<file path="src/rtl/dmem_arb_pkg.sv">
// Shared types and constants for the DataMemory two-port arbiter.
package dmem_arb_pkg;

  typedef enum logic [1:0] {
    IDLE    = 2'd0,
    ACCESS  = 2'd1,
    RESPOND = 2'd2
  } state_t;

  localparam int unsigned PORT_LSU = 0;
  localparam int unsigned PORT_AUX = 1;

  // Number of byte-offset bits in an address for an n-bit memory word.
  function automatic int unsigned byte_off_w(input int unsigned n);
    return $clog2(n / 8);
  endfunction

endpackage

</file>
<file path="src/rtl/rr_arbiter2.sv">
// Combinational 2-way round-robin pick: on a tie the port that did not win last time wins.
module rr_arbiter2
  import dmem_arb_pkg::*;
(
  input  logic [1:0] valid,
  input  logic       last_grant,
  output logic [1:0] grant,
  output logic       winner
);

  always_comb begin
    winner = 1'b0;
    grant  = '0;
    if (&valid)
      winner = ~last_grant;
    else if (valid[PORT_AUX])
      winner = 1'b1;
    if (|valid) begin
      if (winner) grant[PORT_AUX] = 1'b1;
      else        grant[PORT_LSU] = 1'b1;
    end
  end

endmodule

</file>
<file path="src/rtl/dmem_arbiter.sv">
// Two-requester arbiter/sequencer in front of the single-port DataMemory.
// Optional out-of-range address check enabled by DMEM_ARB_RANGE_CHECK_EN.
module dmem_arbiter
  import dmem_arb_pkg::*;
#(
  parameter int unsigned N          = 64,
  parameter int unsigned DEPTH_LOG2 = 10
) (
  input  logic                 clk,
  input  logic                 reset,
  input  logic [1:0]           reqValid,
  output logic [1:0]           reqReady,
  input  logic [1:0]           reqWrite,
  input  logic [2*(N/8)-1:0]   reqMask,
  input  logic [2*N-1:0]       reqAddr,
  input  logic [2*N-1:0]       reqWdata,
  output logic [1:0]           rspValid,
  output logic [N-1:0]         rspData,
`ifdef DMEM_ARB_RANGE_CHECK_EN
  output logic                 rspErr,
`endif
  output logic                 memWriteEnable,
  output logic [N/8-1:0]       memWriteMask,
  output logic [N-1:0]         memAddress,
  output logic [N-1:0]         memWriteData,
  input  logic [N-1:0]         memReadData
);

  localparam int unsigned MW = N / 8;

  state_t         state, state_nxt;
  logic           last_grant;
  logic           owner_q, write_q, err_q;
  logic [MW-1:0]  mask_q;
  logic [N-1:0]   addr_q, wdata_q;
  logic [1:0]     grant;
  logic           winner;
  logic           accept;
  logic [N-1:0]   sel_addr;
  logic           sel_err;

  rr_arbiter2 u_rr (
    .valid      (reqValid),
    .last_grant (last_grant),
    .grant      (grant),
    .winner     (winner)
  );

  assign sel_addr = winner ? reqAddr[2*N-1:N] : reqAddr[N-1:0];

`ifdef DMEM_ARB_RANGE_CHECK_EN
  localparam int unsigned HI_LSB = byte_off_w(N) + DEPTH_LOG2;
  assign sel_err = |(sel_addr >> HI_LSB);
`else
  assign sel_err = 1'b0;
`endif

  always_ff @(posedge clk) begin
    if (reset) state <= IDLE;
    else       state <= state_nxt;
  end

  // Reset masks ready and the memory port combinationally so a store caught
  // in ACCESS while reset is high never reaches the memory.
  always_comb begin
    state_nxt      = state;
    reqReady       = '0;
    accept         = 1'b0;
    memWriteEnable = 1'b0;
    memWriteMask   = '0;
    memAddress     = '0;
    memWriteData   = '0;
    unique case (state)
      IDLE: begin
        if (!reset) reqReady = grant;
        accept = |(reqValid & reqReady);
        if (accept) state_nxt = ACCESS;
      end
      ACCESS: begin
        state_nxt = RESPOND;
        if (!reset) begin
          memAddress     = addr_q;
          memWriteData   = wdata_q;
          memWriteEnable = write_q & ~err_q;
          memWriteMask   = err_q ? '0 : mask_q;
        end
      end
      RESPOND: state_nxt = IDLE;
      default: state_nxt = IDLE;
    endcase
  end

  always_ff @(posedge clk) begin
    if (reset) begin
      last_grant <= 1'b1;
      owner_q    <= 1'b0;
      write_q    <= 1'b0;
      err_q      <= 1'b0;
      mask_q     <= '0;
      addr_q     <= '0;
      wdata_q    <= '0;
      rspValid   <= '0;
      rspData    <= '0;
    end else begin
      if (accept) begin
        owner_q    <= winner;
        last_grant <= winner;
        write_q    <= reqWrite[winner];
        err_q      <= sel_err;
        mask_q     <= winner ? reqMask[2*MW-1:MW] : reqMask[MW-1:0];
        addr_q     <= sel_addr;
        wdata_q    <= winner ? reqWdata[2*N-1:N] : reqWdata[N-1:0];
      end
      if (state == ACCESS) begin
        rspValid <= owner_q ? 2'b10 : 2'b01;
        rspData  <= (write_q || err_q) ? '0 : memReadData;
      end else begin
        rspValid <= '0;
      end
    end
  end

`ifdef DMEM_ARB_RANGE_CHECK_EN
  always_ff @(posedge clk) begin
    if (reset)                rspErr <= 1'b0;
    else if (state == ACCESS) rspErr <= err_q;
    else                      rspErr <= 1'b0;
  end
`endif

endmodule

</file>
<file path="config.mk">
export PLATFORM = sky130hd
export DESIGN_NAME = dmem_arbiter
export DESIGN_NICKNAME = d
export VERILOG_FILES = /design/src/rtl/dmem_arb_pkg.sv /design/src/rtl/rr_arbiter2.sv /design/src/rtl/dmem_arbiter.sv
export SDC_FILE = /design/constraint.sdc
export NUM_CORES = 1
export LEC_CHECK = 0
export BUFFER_PORTS_ARGS = -buffer_cell sky130_fd_sc_hd__buf_2
export CAP_MARGIN = 25
export CORE_AREA = 2 2 212 214
export CTS_BUF_LIST = sky130_fd_sc_hd__clkbuf_8
export CTS_CLUSTER_SIZE = 16
export DETAILED_ROUTE_END_ITERATION = 10
export DIE_AREA = 0 0 214 216
export GPL_ROUTABILITY_DRIVEN = 0
export GPL_TIMING_DRIVEN = 0
export SYNTH_ARGS = -nofsm -noshare
export SYNTH_HDL_FRONTEND = slang
export SYNTH_SLANG_ARGS = --single-unit
</file>
<file path="constraint.sdc">
create_clock -name clk -period 1.6 [get_ports clk]
set_input_delay 0.16 -clock clk [delete_from_list [all_inputs] [get_ports clk]]
set_output_delay 0.16 -clock clk [all_outputs]
set_load 0.02 [all_outputs]
</file>
==> results of run 1 <==
-- per-stage QoR --
stage                     hold slack (ps)  cells  total power [uW]  setup TNS (ps)  setup WS, ps
after detailed placement              374   2234              9410         -160150          -958
after floorplan                       286   1097              8120               0          98.7
final                                 212   2676             15800         -108540          -532
after CTS                             175   2658             15500         -109640          -573
after global placement                376   2234              9350         -147900          -876
after global routing                  199   2674             16500         -143360          -628
-- area by class of cell --
type,count,area share [%]
Clock inverter,22,0.509
Inverter,1,0.0191
Sequential cell,207,21.1
Timing Repair Buffer,914,37.4
Buffer,119,5.24
Tap cell,592,3.76
Clock buffer,47,3.29
Multi-Input combinational cell,769,28.7
Antenna cell,5,0.0636
-- layer usage --
layer	wire length, um	share of wire [%]
met2	25900	48
met5	0	0
met3	3980	7.4
met1	20500	38
met4	3660	6.8
-- worst paths after layout --
| kind | start | end |
|---|---|---|
| min reg2reg | owner_q | rspValid[0] |
| min | reqValid[0] | mask_q[0] |
| max | state[0] | memAddress[10] |
| max reg2reg | state[0] | wdata_q[29] |
-- state kept, by name (all words and copies together), names as in the netlist --
name and cells:
addr_q 64, rspData 64, wdata_q 64, mask_q 8, rspValid 2, state 2, last_grant 1, owner_q 1
write_q 1
-- layout by cell type (no fill, tap or decap), types with 7 or more instances in the layout --
cell | Yosys | routed
a311oi_1 | 7 | 7
clkbuf_1 | 58 | 24
a22o_1 | 64 | 64
clkbuf_8 | 0 | 50
inv_1 | 1 | 14
dfxtp_1 | 207 | 205
a311oi_2 | 130 | 130
clkbuf_16 | 0 | 12
clkinv_2 | 0 | 7
buf_8 | 0 | 10
a21oi_1 | 138 | 137
nand2_1 | 277 | 275
clkbuf_2 | 0 | 13
and2_4 | 0 | 118
buf_2 | 32 | 435
buf_6 | 20 | 147
dlygate4sd3_1 | 0 | 340
buf_4 | 3 | 29
and2_1 | 139 | 21
buf_12 | 0 | 9
-- critical path: stages, from the launching register on --
cell and delay (ps):
dfxtp_4 360, nor3b_4 220, buf_12 170, buf_16 170
clkbuf_16 180, and2_4 170, buf_6 120
-- repair_timing --
item / CTS / global route
hold buffers: 340 / 0
gates cloned: 4 / 5
setup buffers: 11 / 11
setup endpoints to repair: 345 / 336
resized for setup: 338 / 207
pin swaps: 16 / 33
endpoints found under the hold margin: 202 / 0
-- report_power, final --
| group | internal (uW) | switching (uW) | total (uW) |
|---|---|---|---|
| combinational | 2370 | 2400 | 4780 |
| sequential | 5680 | 298 | 5980 |
| clock | 2670 | 2420 | 5090 |
-- cell families after synthesis --
logic type	after synthesis	share of synthesized area, %
AO/OA/AOI/OAI	344	32.9
flip-flops	207	41.1
buffers and inverters	121	6.50
AND/OR/NAND/NOR	425	19.5
==> flow_summary.toml, run 1 <==
[detailed_routing]
avgViaCountPerCell = 4.90
wl_per_cell_um = 20.2
ant_nets = 0
wl_um = 54000
drtIter0Drc = 851
first_pass_iters = 6
vias = 13119
drc = 0

[synthesis]
async_flop_share_pct = 0
yosysSeqAreaShare_pct = 41.1
synth_nets = 1439
synthTopCellsByArea = "dfxtp_1, a311oi_2, nand2_1, and2_1, a21oi_1"
syn_area_per_cell_um2 = 9.19
synth_edf_count = 0
synthFlopType = "dfxtp_1"
syn_inst = 1097
synth_common_cells = "nand2_1, dfxtp_1, and2_1"
yosysTopAreaCell = "dfxtp_1"
yosys_warnings = 0
ys_types = 23
yosysMostFrequentCell = "nand2_1"
synth_top_area_share_pct = 41.1
synth-seq-cells = 207
synth_area_um2 = 10100

[worst_setup_path]
cp-start-kind = "flop"
r2r_setup_slack_ps = -410
worstSetupPathType = "flop to primary output"
worstSetupEndpointType = "primary output"
arrival_ps = 1970
cp.required_ps = 1440
worst-path-max-fanout = 10
reg2regPathDepth = 9

[grt]
grt_max_degree = 11
track_usage_pct = 21.9
use_met1_pct = 24.6
grt_first_pass_wirelength_um = 79000
antenna_found_initial = 3
grt_overflow = 0
grt_pass1_vias = 13694
met2_usage_pct = 37.2
top_usage_layer = "met2"
met3_usage_pct = 5.00

[floorplan]
die_w_um = 214
dieArea_um2 = 46200
fp-row-count = 77
ioPinCount = 547
coreArea_um2 = 43800
fp.dieH_um = 216
start_util_pct = 23.0

[timing]
finalSetupViolCount = 336
setup_ws_ps = -532
slew_headroom_pct = 36.5
drv_slew = 0
fmax_mhz = 469
worstMarginPinSlew_ps = 953
fin_worst_skew_ps = 13.5
min_period_ps = 2130
hold_violations = 0
min_period_over_period_pct = 133
rsz0062_at_grt = "yes"

[placement]
place_hpwl_um = 34300
portBuffers = 545
dpl_cell_area_um2 = 13600

[cts]
cts_sinks = 207
clockBufferDepth = 3
worstSkewPairLatency_ps = 580
cts_tree = "yes"
htree_levels = 2
clk_pin_slew_ps = 60
cts_buffers = 39
root_buffer = "clkbuf_8"

[run]
max-cap-violations = 0

[power]
cellLeakagePower_uw = 0.00881
peakVddDrop_mv = 0.510
p_per_area_nw_per_um2 = 805

[final_layout]
regArea_um2 = 4150
utilization_pct = 44.9
layout-drive-gt1-share_pct = 47.2
syn_to_final_growth_pct = 95.1
stdcell_area_um2 = 19700
nFillCells = 3884
layout.nets = 2393
multi_input_comb_area_um2 = 5640

[status]
violations = "setup timing"
status = "finished with violations"

[hold_path]
min_path_cells = 5
hold_class = "input pin to flop"
Note: power is estimated with default switching activity, not from simulation.
==> run 2, diff against run 1 <==
- SETUP_SLACK_MARGIN: unset -> 0.02
==> flow_summary.toml, run 2 (synthesis gave the netlist of run 1 again) <==
[grt]
antenna_found_initial = 3
grt_first_pass_wirelength_um = 79000
track_usage_pct = 21.8
grt_pass1_vias = 13698
grt_max_degree = 11
grt_overflow = 0

[detailed_routing]
vias = 12940
drtIter0Drc = 827
drc = 0
first_pass_iters = 7
wl_per_cell_um = 20.1
ant_nets = 0
avgViaCountPerCell = 4.84
wl_um = 53800

[cts]
root_buffer = "clkbuf_8"
cts_tree = "yes"
cts_buffers = 39
cts_sinks = 207
clk_pin_slew_ps = 60
clockBufferDepth = 3
htree_levels = 2
worstSkewPairLatency_ps = 580

[worst_setup_path]
worstSetupEndpointType = "primary output"
worstSetupPathType = "flop to primary output"
cp-start-kind = "flop"
arrival_ps = 1960
cp.required_ps = 1440
worst-path-max-fanout = 10

[timing]
rsz0062_at_grt = "yes"
setup_ws_ps = -515
min_period_ps = 2120
hold_violations = 0
hold-worst-slack_ps = 224
fin_worst_skew_ps = 11.7
fmax_mhz = 473
drv_slew = 0
min_period_over_period_pct = 132
worstMarginPinSlew_ps = 935
slew_headroom_pct = 37.6
finalSetupViolCount = 336

[status]
violations = "setup timing"
status = "finished with violations"

[power]
p_per_area_nw_per_um2 = 806
peakVddDrop_mv = 0.509
cellLeakagePower_uw = 0.00881
finalPower_uw = 15800

[floorplan]
fp.dieH_um = 216
start_util_pct = 23.0
die_w_um = 214
fp-row-count = 77
ioPinCount = 547
coreArea_um2 = 43800
dieArea_um2 = 46200

[final_layout]
multi_input_comb_area_um2 = 5630
regArea_um2 = 4150
syn_to_final_growth_pct = 94.7
layout-drive-gt1-share_pct = 47.4
mostFrequentLayoutCells = "buf_2, dlygate4sd3_1, nand2_1"
layout.nets = 2393
nFillCells = 3895
reg_top3 = "addr_q x64, rspData x64, wdata_q x64"
final_common_cell = "buf_2"

[run]
max-cap-violations = 0

[placement]
place_hpwl_um = 34300
portBuffers = 545

[hold_path]
hold_class = "input pin to flop"
-- run 2: path summary, 6_finish.rpt --
| check | from | end | slack [ps] | cells past startpoint |
|---|---|---|---|---|
| setup / recovery | state[0] | memAddress[42] | -520 | 6 |
| hold / removal | reqValid[0] | mask_q[0] | 220 | 5 |
| setup reg to reg | state[0] | wdata_q[59] | -250 | 9 |
| hold reg to reg | owner_q | rspValid[0] | 440 | 1 |
-- run 2: metrics by stage --
step	util (%)	setup TNS, ps	cells	setup slack (ps)	cell area (um^2)
2_1_floorplan	-	0	1097	98.7	10100
3_3_place_gp	30.9	-147900	2234	-876	13600
3_5_place_dp	30.9	-160150	2234	-958	13600
4_1_cts	43.2	-105020	2658	-573	19000
5_1_grt	44.8	-129930	2674	-618	19600
6_report	44.8	-96990	2675	-515	19600
-- run 2: layer usage --
| layer | global-route usage [%] | part of all wire [%] | vias up |
|---|---|---|---|
| li1 | - | - | 5832 |
| met1 | 24.6 | 38 | 6137 |
| met2 | 37.2 | 48 | 759 |
| met3 | 4.96 | 7.1 | 212 |
| met4 | 14.1 | 6.5 | 0 |
| met5 | 0 | 0 | - |
-- run 2: cell type report --
class / instances / area share [%]
Inverter: 1 / 0.0191
Clock inverter: 22 / 0.510
Tap cell: 592 / 3.77
Antenna cell: 4 / 0.0510
Clock buffer: 47 / 3.29
Timing Repair Buffer: 914 / 37.2
Multi-Input combinational cell: 769 / 28.7
Sequential cell: 207 / 21.1
Buffer: 119 / 5.36
-- run 2: worst max-delay path: stages, from the launching register on --
cell	delay [ps]
dfxtp_4	360
nor3b_4	220
buf_12	170
buf_16	170
clkbuf_16	170
and2_4	160
buf_6	120
-- run 2: report_power, final --
group,total (uW),internal (uW),leakage (uW),switching [uW]
Combinational,4760,2370,0.00666,2390
Clock,5080,2670,0.000439,2420
Sequential,5980,5680,0.00171,296
-- run 2: timing repair --
item                                    CTS  global route
endpoints found under the setup margin  345           336
pin swaps                                16            25
gates cloned                              4             3
hold buffers                            340             0
buffers inserted                         11            12
gates resized for setup                 345           203
endpoints found under the hold margin   202             0
